$ cat src/rtl/calc2_port_sched.sv
// Request scheduler for one calc2 port: allocates 2-bit tags, issues the two-cycle
// request, matches out-of-order responses by tag, retires stuck tags by timeout.

module calc2_port_sched_tag #(
  parameter int TIMEOUT = 64,
  parameter int TCW     = 7
) (
  input  logic       c_clk,
  input  logic       reset,
  input  logic       start,
  input  logic       send1,
  input  logic       resp_hit,
  input  logic       to_fire,
  input  logic       pop_hit,
  output logic [1:0] st,
  output logic       expired
);
  localparam logic [1:0] T_FREE = 2'd0, T_ISSUED = 2'd1, T_BUF = 2'd2, T_DEAD = 2'd3;
  localparam logic [TCW-1:0] TMAX = TCW'(TIMEOUT);

  logic [TCW-1:0] cnt;

  // The SEND1 cycle counts as the first elapsed cycle, so expiry lands TIMEOUT cycles after it.
  always_ff @(posedge c_clk or negedge reset) begin
    if (!reset) begin
      st  <= T_FREE;
      cnt <= '0;
    end else begin
      if (start) cnt <= '0;
      else if ((send1 || st == T_ISSUED) && cnt != TMAX) cnt <= cnt + 1'b1;
      if (send1)                       st <= T_ISSUED;
      else if (resp_hit)               st <= T_BUF;
      else if (to_fire)                st <= T_DEAD;
      else if (pop_hit && st == T_BUF) st <= T_FREE;
    end
  end

  assign expired = (st == T_ISSUED) && (cnt == TMAX);
endmodule

module calc2_port_sched #(
  parameter int DW      = 32,
  parameter int TIMEOUT = 64,
  parameter int TCW     = 7
) (
  input  logic          c_clk,
  input  logic          reset,
  input  logic          op_valid,
  output logic          op_ready,
  input  logic [3:0]    op_cmd,
  input  logic [DW-1:0] op_a,
  input  logic [DW-1:0] op_b,
  output logic [1:0]    op_tag,
  output logic [3:0]    req_cmd_out,
  output logic [DW-1:0] req_data_out,
  output logic [1:0]    req_tag_out,
  input  logic [1:0]    out_resp,
  input  logic [DW-1:0] out_data,
  input  logic [1:0]    out_tag,
  output logic          res_valid,
  input  logic          res_ready,
  output logic [1:0]    res_resp,
  output logic [DW-1:0] res_data,
  output logic [1:0]    res_tag,
  output logic          busy,
  output logic [3:0]    dead_tags,
  output logic          proto_err
);
  localparam int NUM_TAGS = 4;
  localparam logic [1:0] T_FREE = 2'd0, T_ISSUED = 2'd1, T_BUF = 2'd2, T_DEAD = 2'd3;

  typedef enum logic [1:0] {IDLE, SEND1, SEND2} fsm_t;
  typedef struct packed {
    logic [1:0]    resp;
    logic [DW-1:0] data;
    logic [1:0]    tag;
  } res_t;

  fsm_t                          state, state_nxt;
  logic [3:0]                    cmd_l;
  logic [DW-1:0]                 a_l, b_l;
  logic [1:0]                    tag_l;
  logic [NUM_TAGS-1:0][1:0]      tag_st;
  logic [NUM_TAGS-1:0]           expired, start, send1, resp_hit, to_fire, pop_hit, live;
  logic                          any_free, any_to;
  logic [1:0]                    free_tag, to_tag;
  logic                          accept, resp_v, resp_push, to_push, push, pop;
  res_t                          fifo [NUM_TAGS];
  res_t                          head, push_ent;
  logic [1:0]                    wp, rp;
  logic [2:0]                    count;

  // Lowest-numbered FREE tag for allocation, lowest expired tag for timeout service.
  always_comb begin
    any_free = 1'b0;
    free_tag = '0;
    any_to   = 1'b0;
    to_tag   = '0;
    for (int i = NUM_TAGS-1; i >= 0; i--) begin
      if (tag_st[i] == T_FREE) begin any_free = 1'b1; free_tag = 2'(i); end
      if (expired[i])          begin any_to   = 1'b1; to_tag   = 2'(i); end
    end
  end

  assign op_ready = reset && (state == IDLE || state == SEND2) && any_free;
  assign op_tag   = free_tag;
  assign accept   = op_valid && op_ready;

  always_comb begin
    state_nxt    = state;
    req_cmd_out  = '0;
    req_data_out = '0;
    req_tag_out  = '0;
    case (state)
      IDLE:  if (accept) state_nxt = SEND1;
      SEND1: begin
        state_nxt    = SEND2;
        req_cmd_out  = cmd_l;
        req_data_out = a_l;
        req_tag_out  = tag_l;
      end
      SEND2: begin
        state_nxt    = accept ? SEND1 : IDLE;
        req_data_out = b_l;
      end
      default: state_nxt = IDLE;
    endcase
  end

  always_ff @(posedge c_clk or negedge reset) begin
    if (!reset) begin
      state <= IDLE;
      cmd_l <= '0;
      a_l   <= '0;
      b_l   <= '0;
      tag_l <= '0;
    end else begin
      state <= state_nxt;
      if (accept) begin
        cmd_l <= op_cmd;
        a_l   <= op_a;
        b_l   <= op_b;
        tag_l <= free_tag;
      end
    end
  end

  // A real response always takes the single push slot; a pending timeout waits a cycle.
  assign resp_v    = |out_resp;
  assign resp_push = resp_v && (tag_st[out_tag] == T_ISSUED);
  assign to_push   = any_to && !resp_push;
  assign push      = resp_push || to_push;
  assign pop       = res_valid && res_ready;

  always_comb begin
    push_ent = '0;
    if (resp_push) begin
      push_ent.resp = out_resp;
      push_ent.data = out_data;
      push_ent.tag  = out_tag;
    end else begin
      push_ent.resp = 2'd3;
      push_ent.tag  = to_tag;
    end
  end

  for (genvar g = 0; g < NUM_TAGS; g++) begin : g_tag
    assign start[g]     = accept && (free_tag == 2'(g));
    assign send1[g]     = (state == SEND1) && (tag_l == 2'(g));
    assign resp_hit[g]  = resp_push && (out_tag == 2'(g));
    assign to_fire[g]   = to_push && (to_tag == 2'(g));
    assign pop_hit[g]   = pop && (head.tag == 2'(g));
    assign live[g]      = (tag_st[g] == T_ISSUED) || (tag_st[g] == T_BUF);
    assign dead_tags[g] = (tag_st[g] == T_DEAD);

    calc2_port_sched_tag #(.TIMEOUT(TIMEOUT), .TCW(TCW)) u_tag (
      .c_clk    (c_clk),
      .reset    (reset),
      .start    (start[g]),
      .send1    (send1[g]),
      .resp_hit (resp_hit[g]),
      .to_fire  (to_fire[g]),
      .pop_hit  (pop_hit[g]),
      .st       (tag_st[g]),
      .expired  (expired[g])
    );
  end

  // Occupancy is bounded by live tags, so the FIFO needs no full check.
  always_ff @(posedge c_clk) begin
    if (push) fifo[wp] <= push_ent;
  end

  always_ff @(posedge c_clk or negedge reset) begin
    if (!reset) begin
      wp        <= '0;
      rp        <= '0;
      count     <= '0;
      proto_err <= 1'b0;
    end else begin
      if (push) wp <= wp + 1'b1;
      if (pop)  rp <= rp + 1'b1;
      count <= count + 3'(push) - 3'(pop);
      if (resp_v && tag_st[out_tag] != T_ISSUED && tag_st[out_tag] != T_DEAD) proto_err <= 1'b1;
    end
  end

  assign head      = fifo[rp];
  assign res_valid = (count != 3'd0);
  assign res_resp  = res_valid ? head.resp : '0;
  assign res_data  = res_valid ? head.data : '0;
  assign res_tag   = res_valid ? head.tag  : '0;
  assign busy      = (state != IDLE) || (|live);
endmodule

$ cat config.mk
export PLATFORM = sky130hd
export DESIGN_NAME = calc2_port_sched
export DESIGN_NICKNAME = d
export VERILOG_FILES = /design/src/rtl/calc2_port_sched.sv
export SDC_FILE = /design/constraint.sdc
export NUM_CORES = 1
export LEC_CHECK = 0
export CORE_UTILIZATION = 49
export CTS_CLUSTER_SIZE = 24
export DETAILED_ROUTE_END_ITERATION = 10
export PLACE_DENSITY = 0.77
export SYNTH_ARGS = -nofsm -noshare
export SYNTH_HDL_FRONTEND = slang
export SYNTH_HIERARCHICAL = 1
export SYNTH_SLANG_ARGS = --single-unit
$ cat constraint.sdc
create_clock -name c_clk -period 2.3 [get_ports c_clk]
set_input_delay 0.345 -clock c_clk [delete_from_list [all_inputs] [get_ports c_clk]]
set_output_delay 0.345 -clock c_clk [all_outputs]
set_load 0.1 [all_outputs]
# == Word-level counts from Yosys, hierarchy flattened ==
# Memories as Yosys holds them, arrays and structs flattened.
# Index checks and enable logic that the tools add are counted.
# totals
n_memories,1
word_cells,198
ramBits,144
inputBits,108
register_bits,116
# memory_table
name,depth,width,rd,rd_ports_with_merged_regs,wr,line,text
fifo,4,36,1,0,1,88,res_t fifo [NUM_TAGS];
# op_classes
n_reduce_logical,74
eq_ne,41
n_addsub,8
n_mux,56
n_lt_le_gt_ge,1
# op_table
op,n
$mux W32,2
$pmux W32 S2,1
$mux W2,31
$mux W7,8
$logic_and A1 B1 Y1,40
$eq A2 B2 Y1 const B,19
$add A7 B1 Y7 const B,4
$eq A7 B7 Y1 const B,4
$ne A7 B7 Y1 const B,4
$eq A2 B1 Y1 const B,11
$logic_not A2 Y1,10
$reduce_bool A4 Y1,4
$logic_or A1 B1 Y1,11
$mux W1,11
$reduce_bool A2 Y1,5
$pmux W2 S3,1
$add A2 B1 Y2 const B,2
$bmux W2 S2,1
$mux W4,1
$ne A2 B2 Y1 const B,2
$reduce_or A4 Y1,1
$add A3 B1 Y3,1
$lt A2 B3 Y1 const B,1
$reduce_bool A3 Y1,1
other kinds (4),4

# == Depth between registers and ports, before layout ==
# logic_depth
depth_word,11
ltp_mapped,11

# == By module ==
# The synthesis kept the hierarchy.
# by_module_without_submodules
module,area_per_inst_um2,cells_each,n_inst
calc2_port_sched,9869.5,764,1
calc2_port_sched_tag at g_tag[1].u_tag ...,470.5,45,3
calc2_port_sched_tag at g_tag[0].u_tag,474.2,46,1

# == Least setup slack after synthesis ==
# OpenSTA, ideal clock, no wires.
# synth_path
path_type,register to output
startpoint,reg state[0]
endpoint,out req_data_out[15]
arrival_ps,2502
path_buffers,2
stages_incl_launch_ff,7
path_slack_ps,-547
t_required_ps,1955
cell_sequence,dfrtp_1 > inv_1 > ha_1 > buf_2 > clkbuf_1 > a22oi_1 > nor2b_1
# synth_via
elab_chain_len,2
# synth_lines
element,line,text
from (decl),79,"fsm_t state, state_nxt;"
from (signal assigned),138,state <= state_nxt;
$eq A2 B2 Y1 or $eq A2 B1 Y1 (tied branches),114,case (state)
$pmux W32 S2 (*),114,
to (decl),55,"output logic [DW-1:0] req_data_out,"
# Mark *: on every way between the ends. The rest lies on a longest branch, timed or not.

# == Worst setup path in the final report ==
# layout_path
startpoint,reg rp[0]
endpoint,out res_data[0]
# layout_via
elab_chain_len,2
# layout_lines
element,line,text
from (decl),90,"logic [1:0] wp, rp;"
from (signal assigned),202,if (pop) rp <= rp + 1'b1;
$mem_v2 Z4 W36,-,
$mux W32,211,assign res_data = res_valid ? head.data : '0;
to (decl),63,"output logic [DW-1:0] res_data,"
# No other way between the ends.

==> summary.md <==
| Metric | Value |
|---|---|
| Outcome | `finished, violations left` |
| Violated checks | `setup timing` |
| CTS tree | `yes` |
| Total negative slack | `-9.63 ns` |
| Element type at the critical path end | `output pin` |
| Ys async rst share | `44.6%` |
| Layout cells sized above 1 | `a little under two fifths` |
| Top_reg_cell synth | `edfxtp_1` |
| Htree depth | `1` |
| Final worst path period need | `2.51 ns` |
| IO Count | `about 190` |
| Peak VDD IR | `about 1.2 mV` |
| Grt ovf | `0` |
| Input/output buffers | `191` |
| Switching share of power | `roughly 45%` |
| Synth Register Bits | `260` |
| Die W | `roughly 160 µm` |
| Post-synth EDFFs | `144` |
| Dominant cell type by area after synthesis | `edfxtp_1` |
| Yosys warning count | `6` |
| Post-Synthesis Net Count | `about 1100` |
| Pin count of the biggest net entering global routing | `71` |
| Period utilisation layout | `109%` |
| Critical Path Max Stage Delay | `0.50 ns` |
| First-pass GRT wire length | `50700 µm` |
| Max Fanout on Critical Path | `7` |
| Routed WL | `approximately 35000 µm` |
| Initial antenna violation count | `0` |
| Initial DRC count | `541` |
| Mapped Cells | `between 900 and 1000` |
| Leak Pwr | `between 7 and 8 nW` |
| Final setup violation count | `just under 90` |
| Root Buffer | `clkbuf_16` |
| Post-synth top area share | `a little under two fifths` |
| Ranking of synthesized cells by area | `edfxtp_1 37%, dfrtp_1 25%, mux4_2 7.1%` |
| Hold Vio Cnt, Final | `0` |
| ANT cells | `0` |
| Max Slew Vio Count | `0` |
| Post-route ant nets | `0` |
| Non-Filler Instances | `~1600` |
| Drt pass-1 iters | `7` |
| Unrepaired setup endpoints after global routing | `true` |
| Synthesized cell area | `about 0.012 mm²` |
| Clock-pin slew on the worst setup and hold paths | `approximately 0.06 ns` |
| Final Wtd Congestion | `around 0.82` |
| Synthesized area per cell | `12.4 µm²` |
| Clock Power Share | `between 10% and 20%` |
| Finished Core Util | `around 76%` |
| Psw | `between 10 and 15 mW` |
| Hold WC Path Type | `input port to flip-flop` |
| CP required | `roughly 2.0 ns` |
| Worst-margin pin slew | `about 0.92 ns` |
| Row count | `56` |
| Initial Util | `50.1%` |
| Vias in the first global route | `about 9000` |
| Core area | `around 0.023 mm²` |
| Routed vias/inst | `roughly 5.6` |
| Post-DR wirelength/cell | `22.0 µm` |
| Comb power frac | `62.1%` |
| Final hold slack | `0.315 ns` |
| DR vias | `between 8000 and 9000` |
| Total power | `roughly 31 mW` |
| Syn-to-layout area delta | `52.7%` |
| DP Cell Count | `1488` |
| Critical Path Source Type | `flip-flop` |
| Placed Area | `0.0156 mm²` |
| Skew-Pair Late Insertion Delay | `0.56 ns` |
| Worst slew margin | `about two fifths` |
| Tot GR Track Use | `27.5%` |
| Max Root-Sink Buffers | `3` |
| Clock Skew | `about 0.018 ns` |
| Setup slack after layout | `-0.213 ns` |
| CP max-delay cell | `mux4_2` |
| Half-perimeter wire length after placement | `between 15000 and 20000 µm` |
| Worst slack at placement | `-0.293 ns` |
| Layout Nets | `between 1000 and 1500` |
| Register area share after synthesis | `between 60% and 70%` |
| Sequential share of power | `between 20 and 25%` |
| PwrDens | `approximately 1700 mW/mm²` |
| Netlist cell types | `between 40 and 50` |
| Remaining DRCs | `0` |
| Max Cap Viol | `0` |
| Chip height | `157 µm` |
| Crit-path cells | `buf_6 > buf_8 > buf_16 > mux4_2 > and2_4 > buf_12` |
| CTS buffer count | `27` |
| Crit Path Category | `flip-flop to output pin` |
| Critical Path AT | `2.17 ns` |
| Fin area | `0.0179 mm²` |
| Total Die Area | `between 0.02 and 0.025 mm²` |
| Internal Pwr Total | `17.1 mW` |
| Fmax | `slightly below 400 MHz` |
| CTS Sinks | `260` |
## flip-flops by register name, summed over array words and instances, names as in the netlist
name,cells
a_l,32
b_l,32
cmd_l,4
count,3
fifo,144
g_tag.u_tag/cnt,28
g_tag.u_tag/st,8
proto_err,1
rp,2
state,2
tag_l,2
wp,2
## layout by cell type, fill, tap and decap left out, drive strengths merged, types with 5 or more instances in the layout
master,synthesis,routed
nor2,43,45
nor4,9,9
a21oi,9,9
clkdlybuf4s50,0,106
inv,33,35
clkinv,0,10
mux4,37,37
o21ai,18,18
and2,83,83
xor2,16,16
and3,12,12
a22oi,32,32
edfxtp,144,144
nand2,215,215
ha,26,26
nor3,5,5
xnor2,9,9
dfrtp,116,116
o2111ai,14,14
o21bai,6,6
nor2b,36,36
buf,19,226
clkbuf,25,35
## timing repair
item | in CTS | in global routing
gates resized for setup | 131 | 35
setup endpoints to repair | 221 | 190
gates cloned | 16 | 6
buffers inserted | 26 | 25
pin swaps | 11 | 26
hold buffers | 2 | 0
endpoints found under the hold margin | 47 | 0
## Yosys cell counts, drive strengths merged, types with 4 or more instances
| cell | number |
|---|---|
| nor3 | 5 |
| edfxtp | 144 |
| mux4 | 37 |
| inv | 33 |
| and2 | 83 |
| ha | 26 |
| nor4 | 9 |
| o2111ai | 14 |
| a22oi | 32 |
| o2bb2ai | 4 |
| buf | 19 |
| xnor2 | 9 |
| nand2 | 215 |
| or3b | 4 |
| mux2i | 4 |
| and3 | 12 |
| nor3b | 4 |
| clkbuf | 25 |
| xor2 | 16 |
| dfrtp | 116 |
| o21ai | 18 |
| o21bai | 6 |
| mux2 | 4 |
| nor2b | 36 |
| a21oi | 9 |
| nor2 | 43 |
## final timing paths
path,start,endpoint,slack (ns),cells past startpoint
max in group asynchronous,reset,count[1],0.83,4
min in group asynchronous,reset,g_tag[0].u_tag/cnt[5],0.50,4
hold reg to reg,cmd_l[2],cmd_l[2],0.47,2
hold / removal,op_a[14],a_l[14],0.32,3
setup / recovery,rp[0],res_data[0],-0.21,6
setup reg to reg,state[0],g_tag[1].u_tag/cnt[1],-0.04,10
## final cells by class
class / count / area (µm²)
inverters: 33 / 129
flip-flops and latches: 260 / 7230
clock buffers: 32 / 704
clock inverters: 17 / 140
multi-input cells: 610 / 4920
well taps: 319 / 399
fillers: 1239 / 5520
repair buffers: 336 / 4420
## cells by family after synthesis
family                     Yosys count  share of synthesized area, %
and+or+nand+nor                    425                          17.6
DFF                                260                          61.5
AOI/OAI and AO/OA                   86                          5.46
buffers and inverters               77                          2.81
muxes                               45                          7.88
adders and majority gates           27                          2.94
xor gates and xnor gates            25                          1.86
## critical path, delay by kind of cell (launching register included)
family	cells	cell delay, ns
multiplexers	1	0.50
AND/OR/NAND/NOR	1	0.19
flip-flops	1	0.38
buffers and inverters	4	0.54
## routing by layer
metal	share of wire, %	up-vias	GRT usage [%]
met1	36	4471	31.7
met3	7.6	101	5.87
met4	4.1	0	9.85
met5	0	-	0
li1	-	3961	-
met2	52	438	50.0
## power by group through the flow
stage               Combinational [mW]  Clock [mW]  Sequential [mW]
finish                            19.2        4.22             7.46
global route                      19.9        4.44             7.59
CTS                               18.3        4.21             7.39
detailed placement                15.8           0             7.35
global placement                  15.5           0             7.28
floorplan                         10.3           0             7.16
No activity file was read; power rests on OpenSTA's default activity.
